### src/rtl/hanoi_pkg.sv
`default_nettype none
// ============================================================================
// Module      : hanoi_pkg
// Description : Shared peg constants, solver state and error encodings, and
//               the optimal-move-count helper for the hanoi sequencer.
// Revision    : 1.0 - initial release
// ============================================================================
package hanoi_pkg;

    // Peg count and width of one ring-location field
    localparam int M  = 3;
    localparam int LW = 2;

    typedef enum logic [2:0] {
        ST_IDLE       = 3'd0,
        ST_CHECK_INIT = 3'd1,
        ST_CALC       = 3'd2,
        ST_APPLY      = 3'd3,
        ST_FINAL      = 3'd4,
        ST_DONE       = 3'd5,
        ST_ERROR      = 3'd6
    } state_t;

    typedef enum logic [1:0] {
        ERR_OK        = 2'd0,
        ERR_BAD_INIT  = 2'd1,
        ERR_ILLEGAL   = 2'd2,
        ERR_BAD_FINAL = 2'd3
    } err_t;

    // Number of moves in the optimal solution for n rings
    function automatic int N_MOVES(input int n);
        return (1 << n) - 1;
    endfunction

endpackage
`default_nettype wire

### src/rtl/hanoi_move_gen.sv
`default_nettype none
// ============================================================================
// Module      : hanoi_move_gen
// Description : Combinational next-move generator. Move k = move_cnt+1 moves
//               ring ctz(k); the smallest ring steps the same direction on
//               every move, larger rings alternate by parity of (N - d).
//               Also checks the move against the current ring image.
// Revision    : 1.0 - initial release
// ============================================================================
module hanoi_move_gen
    import hanoi_pkg::*;
#(
    parameter int N  = 3,
    parameter int IW = $clog2(N)
) (
    input  logic [N*LW-1:0] rings,
    input  logic [N-1:0]    move_cnt,
    output logic [IW-1:0]   d,
    output logic [LW-1:0]   dst,
    output logic            legal
);

    localparam logic [N-1:0]  c_ONE   = {{(N-1){1'b0}}, 1'b1};
    localparam logic          c_N_ODD = ((N % 2) == 1);
    localparam logic [LW:0]   c_M     = (LW+1)'(M);
    localparam logic [LW-1:0] c_NOPEG = {LW{1'b1}};

    logic [N-1:0]  w_k;
    logic [LW-1:0] w_src;
    logic [LW:0]   w_step;
    logic [LW:0]   w_sum;
    logic          w_conflict;

    assign w_k = move_cnt + c_ONE;

    // Ring to move is the lowest set bit of k; fetch its current peg
    always_comb begin : p_select
        d     = '0;
        w_src = '0;
        for (int i = N - 1; i >= 0; i--) begin
            if (w_k[i]) begin
                d     = IW'(i);
                w_src = rings[i*LW +: LW];
            end
        end
    end

    // Target peg: step by 2 when (N - d) is odd, else by 1, modulo 3
    always_comb begin : p_dst
        w_step = (c_N_ODD ^ d[0]) ? (LW+1)'(2) : (LW+1)'(1);
        w_sum  = {1'b0, w_src} + w_step;
        if (w_sum >= c_M) begin
            w_sum = w_sum - c_M;
        end
        dst = w_sum[LW-1:0];
    end

    // A smaller ring sitting on either the source or target peg blocks the move
    always_comb begin : p_legal
        w_conflict = 1'b0;
        for (int j = 0; j < N; j++) begin
            if ((IW'(j) < d) &&
                ((rings[j*LW +: LW] == w_src) || (rings[j*LW +: LW] == dst))) begin
                w_conflict = 1'b1;
            end
        end
        legal = (w_src != c_NOPEG) && !w_conflict;
    end

endmodule
`default_nettype wire

### src/rtl/hanoi_solver.sv
`default_nettype none
// ============================================================================
// Module      : hanoi_solver
// Description : Sequencer driving the hanoi ring-state register. Verifies the
//               starting image, issues the 2^N-1 optimal moves one per two
//               cycles with a legality check on each, then verifies that all
//               rings finished on peg 2.
// Revision    : 1.0 - initial release
// ============================================================================
module hanoi_solver
    import hanoi_pkg::*;
#(
    parameter int N = 3
) (
    input  logic                 clk,
    input  logic                 rst,
    input  logic                 start,
    input  logic                 pause,
    input  logic [N*LW-1:0]      rings_i,
    output logic [$clog2(N)-1:0] ind,
    output logic [LW-1:0]        loc,
    output logic                 move_vld,
    output logic                 busy,
    output logic                 done,
    output logic [1:0]           err,
    output logic [N-1:0]         move_cnt
);

    localparam int            IW          = $clog2(N);
    localparam int            c_N_MOVES   = N_MOVES(N);
    localparam int            c_PENULT_I  = c_N_MOVES - 1;
    localparam logic [N-1:0]  c_LAST      = c_N_MOVES[N-1:0];
    localparam logic [N-1:0]  c_PENULT    = c_PENULT_I[N-1:0];
    localparam logic [N-1:0]  c_ONE       = {{(N-1){1'b0}}, 1'b1};
    localparam logic [N*LW-1:0] c_ALL_TWO = {N{2'd2}};

    state_t        r_state;
    state_t        w_next_state;
    logic [IW-1:0] r_ind;
    logic [LW-1:0] r_loc;
    err_t          r_err;
    logic [N-1:0]  r_move_cnt;

    logic [IW-1:0] w_d;
    logic [LW-1:0] w_dst;
    logic          w_legal;
    logic          w_init_ok;
    logic          w_final_ok;
    logic          w_at_last;
    logic          w_apply_last;

    hanoi_move_gen #(
        .N  (N),
        .IW (IW)
    ) u_move_gen (
        .rings    (rings_i),
        .move_cnt (r_move_cnt),
        .d        (w_d),
        .dst      (w_dst),
        .legal    (w_legal)
    );

    assign w_init_ok    = (rings_i == '0);
    assign w_final_ok   = (rings_i == c_ALL_TWO);
    assign w_at_last    = (r_move_cnt == c_LAST);
    // The move applied this cycle is the last one, so the hanoi image is
    // complete after this edge and FINAL can check it directly
    assign w_apply_last = (r_move_cnt == c_PENULT);

    // State register
    always_ff @(posedge clk) begin : p_state_reg
        if (rst) begin
            r_state <= ST_IDLE;
        end else begin
            r_state <= w_next_state;
        end
    end

    // Next-state decode
    always_comb begin : p_next_state
        w_next_state = r_state;
        case (r_state)
            ST_IDLE, ST_DONE, ST_ERROR: begin
                if (start) begin
                    w_next_state = ST_CHECK_INIT;
                end
            end
            ST_CHECK_INIT: begin
                w_next_state = w_init_ok ? ST_CALC : ST_ERROR;
            end
            ST_CALC: begin
                if (!pause) begin
                    if (w_at_last) begin
                        w_next_state = ST_FINAL;
                    end else if (w_legal) begin
                        w_next_state = ST_APPLY;
                    end else begin
                        w_next_state = ST_ERROR;
                    end
                end
            end
            ST_APPLY: begin
                w_next_state = w_apply_last ? ST_FINAL : ST_CALC;
            end
            ST_FINAL: begin
                w_next_state = w_final_ok ? ST_DONE : ST_ERROR;
            end
            default: begin
                w_next_state = ST_IDLE;
            end
        endcase
    end

    // State-decoded status outputs
    always_comb begin : p_outputs
        move_vld = (r_state == ST_APPLY);
        busy     = (r_state == ST_CHECK_INIT) || (r_state == ST_CALC) ||
                   (r_state == ST_APPLY);
        done     = (r_state == ST_DONE);
    end

    // Move registers, sticky error code and applied-move counter
    always_ff @(posedge clk) begin : p_datapath
        if (rst) begin
            r_ind      <= '0;
            r_loc      <= '0;
            r_err      <= ERR_OK;
            r_move_cnt <= '0;
        end else begin
            case (r_state)
                ST_IDLE, ST_DONE, ST_ERROR: begin
                    if (start) begin
                        r_err      <= ERR_OK;
                        r_move_cnt <= '0;
                    end
                end
                ST_CHECK_INIT: begin
                    if (!w_init_ok) begin
                        r_err <= ERR_BAD_INIT;
                    end
                end
                ST_CALC: begin
                    if (!pause && !w_at_last) begin
                        if (w_legal) begin
                            r_ind <= w_d;
                            r_loc <= w_dst;
                        end else begin
                            r_err <= ERR_ILLEGAL;
                        end
                    end
                end
                ST_APPLY: begin
                    r_move_cnt <= r_move_cnt + c_ONE;
                end
                ST_FINAL: begin
                    if (!w_final_ok) begin
                        r_err <= ERR_BAD_FINAL;
                    end
                end
                default: begin
                end
            endcase
        end
    end

    assign ind      = r_ind;
    assign loc      = r_loc;
    assign err      = r_err;
    assign move_cnt = r_move_cnt;

endmodule
`default_nettype wire

### config.mk
export PLATFORM = sky130hd
export DESIGN_NAME = hanoi_solver
export DESIGN_NICKNAME = d
export VERILOG_FILES = /design/src/rtl/hanoi_pkg.sv /design/src/rtl/hanoi_move_gen.sv /design/src/rtl/hanoi_solver.sv
export SDC_FILE = /design/constraint.sdc
export NUM_CORES = 1
export LEC_CHECK = 0
export BUFFER_PORTS_ARGS = -buffer_cell sky130_fd_sc_hd__clkbuf_2
export CAP_MARGIN = 5
export CORE_UTILIZATION = 38
export DETAILED_ROUTE_END_ITERATION = 7
export PLACE_DENSITY = 0.68
export SETUP_SLACK_MARGIN = 0.05
export SLEW_MARGIN = 20
export SYNTH_ARGS = -nofsm -noshare
export SYNTH_HDL_FRONTEND = slang
export SYNTH_SLANG_ARGS = --single-unit
export TNS_END_PERCENT = 10
### constraint.sdc
create_clock -name clk -period 8.12 [get_ports clk]
set_input_delay 0.812 -clock clk [delete_from_list [all_inputs] [get_ports clk]]
set_output_delay 0.812 -clock clk [all_outputs]
set_load 0.1 [all_outputs]
==> results_dict.tcl <==
set metrics [dict create \
    dieArea_sq_um 3340 \
    synth_commonest_cells "24 x nor2_1, 12 x dfxtp_1, 11 x inv_1, 10 x a21oi_1, 8 x nand3_1" \
    grt_pass1_wl_microns 4660 \
    peakVddDrop_mv 0.0547 \
    finalSetupTns_ns 0 \
    rsz0062_at_grt "false" \
    leakage_nw 0.566 \
    syn_to_final_growth_pct 12.7 \
    reg2reg_setup_slack_ns 3.73 \
    dp_hpwl_microns 2120 \
    final_nets 193 \
    worst_skew_pair.late_latency_ns 0.28 \
    netlist.top_cell.by_area "dfxtp_1" \
    grt_use_total 0.175 \
    synth_top_cell_area_share 0.203 \
    critPathBufInv 3 \
    path_clk_slew_ns 0.08 \
    critPathMaxFanout 11 \
    fp.coreArea_sq_um 2850 \
    die_w_microns 57.8 \
    hold_ws_ns 0.484 \
    cp_slowest_stage_delay_ns 0.56 \
    tritoncts "built" \
    setup_viol 0 \
    ant_nets 0 \
    synth.yosys.seq_area_share 0.203 \
    worst_pin_slew_ns 0.764 \
    cts_resized 0 \
    syn_nets 174 \
    crit_family "adder cells" \
    io_pins 22 \
    yosys-top-cells-area "dfxtp_1 20%, nor2_1 7.6%, ha_1 6.3%" \
    drv_cap 0 \
    vias_per_cell 5.83 \
    criticalPathCategory "reg2reg" \
    clock-root-buffer "clkbuf_4" \
    cp_common_cell "ha_1" \
    postCtsHoldBufs 0 \
    gp_congestion 0.837 \
    ys_async_sr_fraction 0 \
    yosysMostFrequentCell "nor2_1" \
    fin_crit_ns 4.39 \
    portBuffers 21 \
    slew_violations 0 \
    critPathLaunchType "flop" \
    ys_seq_elements 12 \
    fmax_ghz 0.228 \
    slowest_stage "dfxtp_1" \
    crit_chain "inv_2 > ha_1 > and2b_4 > nor3_1 > nor2_1 > ha_1 > inv_1 > fa_1 > inv_1 > ha_1 > nand2b_1 > a41oi_1 > o311a_1 > nand3_1 > a211oi_4 > nand3_4 > mux2_4" \
    hp-class "reg2reg" \
    cts_buffer_depth 2 \
    powerDensity_nw_per_um2 162 \
    dr.pass1.iters 6 \
    max-slew-margin-rel 0.486 \
    grt_max_degree 17 \
    vias 1202 \
    skew_ns 0.00501 \
    initial_utilization 0.415 \
    drt_iter0_markers 59 \
    arrival_ns 4.56 \
    antenna_found_initial 0 \
    synth_edf_count 0 \
    hold_viol 0 \
    diodes 0 \
    yosysWarningCount 0 \
    cts_setup_buffers 0 \
    row_count 19 \
    worstPathRequired_ns 8.29 \
    violations "design-rule violations" \
    synth_ff_type "dfxtp_1" \
    cts_sinks 12 \
    ctsHtreeMaxLevel 1 \
    yosysUniqueCellTypes 52 \
    cts_buffers 3 \
    wl_per_cell_microns 13.4 \
    cp-end-kind "flop" \
    mappedNetlistArea_sq_um 1180 \
    outcome "finished with violations" \
    grt_overflow 0 \
    die_h_microns 57.8 \
    timing.final.crit_share 0.540 \
    first_global_vias 1045 \
    synthCells 157 \
    drive_above_1_share 0.194 \
    routed_wirelength_microns 2760 \
    syn_area_per_cell_sq_um 7.54 \
    drc 1 \
]
kinds of logic (layout without fill, tap and decap cells):
kind of cell / count (synthesis) / after routing / synth area share
simple gates: 67 / 67 / 0.311
compound gates: 41 / 41 / 0.243
buf+inv: 19 / 37 / 0.0634
flops: 12 / 12 / 0.203
fa+ha+maj: 8 / 8 / 0.0888
mux: 7 / 7 / 0.0687
xor+xnor: 3 / 3 / 0.0222
per-layer routing:
metal | track usage | up-vias | part of all wire | wire length (microns)
met5 | 0 | - | 0 | 0
met4 | 0.0748 | 0 | 0.019 | 53
met3 | 0.0179 | 7 | 0.037 | 101
met2 | 0.292 | 34 | 0.46 | 1280
met1 | 0.229 | 555 | 0.48 | 1320
li1 | - | 606 | - | -
flip-flops by register name, summed over array words and instances, names as in the netlist:
name,count
r_state,3
move_cnt,3
err,2
ind,2
loc,2
power by group:
| part | switching, mW | total, mW | internal [mW] |
|---|---|---|---|
| sequential | 0.00788 | 0.0702 | 0.0623 |
| clock | 0.0227 | 0.0500 | 0.0273 |
| combinational | 0.0642 | 0.0961 | 0.0319 |
worst min-delay path, cell delays in order, from the launching register on:
cell and delay [ns]:
dfxtp_1 0.32, nand2b_1 0.06, mux2i_1 0.06
placed cells by master, fill, tap and decap left out, drive strengths merged, types with 3 or more instances in the layout:
cell type / n
ha: 6
mux2i: 4
nor3: 4
nand2: 3
a21oi: 10
and3: 4
nor2b: 4
dfxtp: 12
nor2: 24
a211oi: 3
nand3: 10
o21ai: 5
mux2: 3
nand2b: 5
or3: 3
inv: 12
a31oi: 5
clkbuf: 25
final timing paths:
path / to / depth (start not counted) / from
min reg2reg: ind[0] / 2 / ind[0]
max: loc[1] / 17 / move_cnt[0]
min: ind[0] / 2 / ind[0]
max reg2reg: loc[1] / 17 / move_cnt[0]
final cells by class:
type	count	area, sq um
Clock buffer	4	36.3
Fill cell	287	1520
Inverter	12	45.0
Multi-Input combinational cell	126	868
Sequential cell	12	240
Tap cell	31	38.8
Timing Repair Buffer	21	105
per-stage QoR:
stage               setup WS, ns  power, mW  instances  utilization  instance area [sq um]
detailed placement          3.78      0.167        202        0.455                   1300
floorplan                   3.47      0.150        157            -                   1180
global placement            3.95      0.165        202        0.455                   1300
finish                      3.73      0.216        206        0.468                   1330
CTS                         3.75      0.217        206        0.468                   1330
global route                3.47      0.229        206        0.468                   1330
Note: power is estimated with default switching activity, not from simulation.
